### src/rtl/pc_incr_unit.sv
// -----------------------------------------------------------------------------
// pc_incr_unit
//
// Program-counter sequencer for an in-order fetch stage. Holds the current PC
// and advances it by 4, loads a branch/jump target, holds on stall and parks
// in HALT until resumed. pc_next exposes, combinationally, the value pc will
// take at the next rising edge, so fetch can start the next access early.
//
// Request priority in RUN and STALL: halt > ld > stall > en.
//
// Build option:
//   PC_ALIGN_CHECK_EN - when defined, a load whose target is not word
//                       aligned (target[1:0] != 2'b00) is rejected: pc holds,
//                       misalign pulses for one cycle and the unit halts.
//                       When undefined, targets load unmodified and misalign
//                       is tied low.
// -----------------------------------------------------------------------------
module pc_incr_unit #(
  parameter int unsigned       N        = 32,
  parameter logic [N-1:0]      RESET_PC = '0
) (
  input  logic         clk,
  input  logic         rst_n,
  input  logic         en,
  input  logic         stall,
  input  logic         ld,
  input  logic [N-1:0] target,
  input  logic         halt,
  input  logic         resume,
  output logic [N-1:0] pc,
  output logic [N-1:0] pc_next,
  output logic         pc_valid,
  output logic         halted,
  output logic         misalign
);

  // Sequential instruction step; the carry out of the add is dropped, so the
  // top word of the address space wraps to zero.
  localparam logic [N-1:0] PC_STEP = N'(4);

  typedef enum logic [1:0] {
    IDLE  = 2'b00,
    RUN   = 2'b01,
    STALL = 2'b10,
    HALT  = 2'b11
  } state_e;

  state_e       state_q, state_d;
  logic [N-1:0] pc_q, pc_d;
  logic         pc_valid_q;
  logic         halted_q;
`ifdef PC_ALIGN_CHECK_EN
  logic         misalign_q, misalign_d;
`endif

  // Next-state and next-PC selection, applying halt > ld > stall > en.
  always_comb begin
    // NOTE: every variable written here gets a default first, so no path can
    // leave it unassigned and infer a latch.
    state_d    = state_q;
    pc_d       = pc_q;
`ifdef PC_ALIGN_CHECK_EN
    misalign_d = 1'b0;
`endif

    unique case (state_q)
      // First edge after reset release: start fetching at RESET_PC.
      IDLE: begin
        state_d = RUN;
      end

      // RUN and STALL share one decision tree; STALL only differs in that
      // dropping stall falls through to the en/no-request branches, which
      // return to RUN in the same cycle.
      RUN, STALL: begin
        if (halt) begin
          state_d = HALT;
        end else if (ld) begin
`ifdef PC_ALIGN_CHECK_EN
          if (target[1:0] != 2'b00) begin
            // Misaligned branch target: refuse it, flag it, stop fetching.
            state_d    = HALT;
            misalign_d = 1'b1;
          end else
`endif
          begin
            pc_d    = target;
            state_d = RUN;
          end
        end else if (stall) begin
          state_d = STALL;
        end else if (en) begin
          pc_d    = pc_q + PC_STEP;
          state_d = RUN;
        end else begin
          state_d = RUN;
        end
      end

      // Parked: only resume matters, and a simultaneous halt keeps us here.
      HALT: begin
        if (resume && !halt) begin
          state_d = RUN;
        end
      end

      default: begin
        state_d = IDLE;
        pc_d    = RESET_PC;
      end
    endcase
  end

  // State, PC and registered status flags; reset is immediate and drops any
  // load that was being requested.
  always_ff @(posedge clk or negedge rst_n) begin
    if (!rst_n) begin
      state_q    <= IDLE;
      pc_q       <= RESET_PC;
      pc_valid_q <= 1'b0;
      halted_q   <= 1'b0;
    end else begin
      // NOTE: non-blocking assignments so every register samples the values
      // from before this edge, independent of statement order.
      state_q    <= state_d;
      pc_q       <= pc_d;
      pc_valid_q <= (state_d == RUN) || (state_d == STALL);
      halted_q   <= (state_d == HALT);
    end
  end

`ifdef PC_ALIGN_CHECK_EN
  // One-cycle pulse on the edge that rejects a misaligned load.
  always_ff @(posedge clk or negedge rst_n) begin
    if (!rst_n) begin
      misalign_q <= 1'b0;
    end else begin
      misalign_q <= misalign_d;
    end
  end

  assign misalign = misalign_q;
`else
  assign misalign = 1'b0;
`endif

  assign pc       = pc_q;
  assign pc_next  = pc_d;
  assign pc_valid = pc_valid_q;
  assign halted   = halted_q;

endmodule

### config.mk
export PLATFORM = sky130hd
export DESIGN_NAME = pc_incr_unit
export DESIGN_NICKNAME = d
export VERILOG_FILES = /design/src/rtl/pc_incr_unit.sv
export SDC_FILE = /design/constraint.sdc
export NUM_CORES = 1
export LEC_CHECK = 0
export ABC_AREA = 0
export CAP_MARGIN = 10
export CORE_UTILIZATION = 38
export CTS_BUF_LIST = sky130_fd_sc_hd__clkbuf_16
export CTS_CLUSTER_SIZE = 40
export DETAILED_ROUTE_END_ITERATION = 12
export PLACE_DENSITY = 0.77
export SLEW_MARGIN = 25
export SYNTH_ARGS = -nofsm -noshare
export SYNTH_HDL_FRONTEND = slang
export SYNTH_SLANG_ARGS = --single-unit
export TNS_END_PERCENT = 50
### constraint.sdc
create_clock -name clk -period 2.25 [get_ports clk]
set_input_delay 0.45 -clock clk [delete_from_list [all_inputs] [get_ports clk]]
set_output_delay 0.45 -clock clk [all_outputs]
set_load 0.01 [all_outputs]
==> out/metrics.yaml <==
power_and_ir_drop:
  p_leak_nw: 2.42
  powerDensity_nw_per_um2: 1460
  ir_drop_mv: 0.983
  total_power_mw: 7.87
sta:
  rsz0062_at_grt: "yes"
  hold_violations: 0
  slew_headroom_pct: 38.6
  setup_violations: 35
  whs_ns: 0.305
  worst_slew_pin_slew_ns: 0.921
  fin_crit_sh_pct: 132
  fin_ws_ns: -0.721
  drv_slew: 0
  max_freq_ghz: 0.337
  fin_skew_ns: 0.00377
  fin_crit_ns: 2.97
logic_synthesis:
  synth_top_area_share_pct: 38.6
  yosysSeqAreaShare_pct: 38.6
  synth-adder-area-share_pct: 2.68
  synth-simple-area-share_pct: 29.1
  synth_top_family_by_area: "simple AND/OR/NAND/NOR gates"
  ys_types: 51
  ys_ff_latch: 36
  syn_inst: 272
  ys_async_sr_fraction_pct: 100
  synth_area_per_cell_um2: 8.57
  synthesis.area_um2: 2330
  yosys.area.top_type: "dfrtp_1"
  synth_mux_area_share_pct: 4.35
  synthesis.nets: 316
  synth_xor_area_share_pct: 0.376
  synthFlopType: "dfrtp_1"
  synth_edf_count: 0
  synth.area.top_cells: "dfrtp_1, a21oi_1, o22ai_1, nand2_1, mux2i_1"
  synth_compound_area_share_pct: 20.0
  yosysWarnings: 0
worst_setup_path:
  crit_path_frequent_cell: "nand4_1"
  cp_num_buf_inv: 2
  critPathKind: "flip-flop to primary output"
  cp_cell_sequence: "buf_4, nand4_1, nor4_4, nand4_1, or4_4, nand3_2, buf_2"
  cp_slowest_stage_delay_ns: 0.48
  crit_arrival_ns: 2.52
  slowest_stage: "nor4_4"
  rrSetupSlack_ns: -0.31
  crit_required_ns: 1.80
  crit_fanout: 2
  cp-start-kind: "flip-flop"
  endpoint_kind: "primary output"
  cp_top_family: "simple AND/OR/NAND/NOR gates"
grt:
  gr-total-overflow: 0
  grt_pass1_vias: 3504
  grt_pass1_wl_mm: 17.6
  grt_max_degree: 37
  grt_usage_pct: 35.9
  antenna_found_initial: 0
outcome:
  status: "complete, but fails checks"
  violations: "negative setup slack"
finish:
  layout_commonest_cell: "buf_4"
  postLayoutCoreUtil_pct: 90.8
  nets: 573
  mostFrequentLayoutCells: "buf_4, clkdlybuf4s50_1, buf_6"
  syn_to_final_growth_pct: 131
  drive_gt1_share_pct: 57.2
  antenna_cells: 0
routing:
  drt_pass1_iterations: 6
  num_vias: 3992
  wl_per_cell_um: 25.6
  dr.first_iter.drc_count: 387
  drc: 0
  antenna_left: 0
  wl_mm: 15.5
  vias_per_cell: 6.60
floorplan:
  die_area_um2: 6450
  core_um2: 5920
  rows: 28
  io_pins: 106
  die_x_um: 80.3
  start_util_pct: 39.4
  die_h_um: 80.3
placement:
  portBuffers: 104
  gp_congestion: 0.958
  dp_hpwl_mm: 6.40
cts:
  clock_sinks: 36
  htree_levels: 2
  cts_buffer_depth: 2
  cts-buffers-inserted: 5
  path_clk_slew_ns: 0.06
  cts_hold_buf: 0
  cts_root_buf: "clkbuf_16"
  tritoncts: "built"
  worstSkewPairLatency_ns: 0.28
hold_path:
  hold_path.class: "primary input to async pin"
job:
  drv_cap: 0
report_power, final:
| group | internal [mW] | switching, mW |
|---|---|---|
| Combinational | 3.01 | 2.79 |
| Sequential | 0.943 | 0.339 |
| Clock | 0.517 | 0.277 |
metrics by stage:
step / std cells / setup WS (ns) / TNS, ns / cell area (um2)
after floorplan: 272 / -0.0616 / -0.0616 / 2330
after global placement: 513 / -0.834 / -23.56 / 4000
after detailed placement: 513 / -0.873 / -25.32 / 4000
after CTS: 565 / -0.412 / -6.02 / 4810
after global routing: 605 / -0.729 / -15.82 / 5380
final: 605 / -0.721 / -14.07 / 5380
per-layer routing:
layer | up-vias | wire length [um] | global-route usage (%) | part of all wire (%)
li1 | 1551 | - | - | -
met1 | 1890 | 5180 | 41.0 | 33
met2 | 411 | 7260 | 61.5 | 47
met3 | 140 | 1610 | 6.93 | 10
met4 | 0 | 1420 | 22.3 | 9.2
met5 | - | 0 | 0 | 0
cell usage after synthesis, types with 2 or more instances:
cell type and count:
nand4_1 12, buf_4 3, mux2i_1 9, inv_1 6
nor4_1 5, clkbuf_1 13, nor2_1 18, a221o_1 3
nand3b_1 2, a21o_1 2, and3_1 6, nand2b_1 3
a22oi_1 5, a21oi_1 24, nor3_1 11, nand2_1 26
ha_1 5, dfrtp_1 36, and4_1 2, or3_1 4
nor2b_1 2, nand3_1 17, o21ai_0 10, buf_2 2
nor4_4 2, o22ai_1 18, or4_1 2
final timing paths:
kind                       depth (start not counted)               end            startpoint
max reg2reg                                       16  pc[18]$_DFF_PN0_  state_q[0]$_DFF_PN0_
min in group clk                                   2   pc[1]$_DFF_PN0_       pc[1]$_DFF_PN0_
max in group asynchronous                          1   pc[4]$_DFF_PN0_                 rst_n
min reg2reg                                        2   pc[1]$_DFF_PN0_       pc[1]$_DFF_PN0_
max                                                7       pc_next[27]       pc[2]$_DFF_PN0_
min                                                1   pc[9]$_DFF_PN0_                 rst_n
registers in the layout, summed over array words and instances, names as in the netlist:
register / cells
pc: 32
halted: 1
state_q: 2
pc_valid: 1
what timing repair did:
item                                    4_1_cts  5_1_grt
gates cloned                                  0        1
endpoints found under the setup margin       32       34
gates resized for setup                     240       60
pin swaps                                    46       35
setup buffers                                45       42
final cells by class:
class | instances | area, um2
Multi-Input combinational cell | 211 | 1850
Inverter | 6 | 22.5
Sequential cell | 36 | 902
Tap cell | 75 | 93.8
Fill cell | 212 | 542
Clock buffer | 5 | 125
Clock inverter | 3 | 38.8
Timing Repair Buffer | 269 | 2340
kinds of logic (layout without fill, tap and decap cells):
kind of cell / count (synthesis) / after routing
simple gates: 120 / 120
fa+ha+maj: 5 / 5
xor+xnor: 1 / 1
mux: 10 / 10
buf+inv: 25 / 283
other cells: 1 / 1
compound gates: 74 / 74
flops: 36 / 36
worst register-to-register path: cells and delay by family (launching register included):
kind                       cells  cell delay, ns
DFF                            1            0.38
muxes                          1            0.18
buffers and inverters         11            1.20
adders and majority gates      1            0.29
and+or+nand+nor                2            0.32
AOI/OAI and AO/OA              1            0.09
Note: power is estimated with default switching activity, not from simulation.
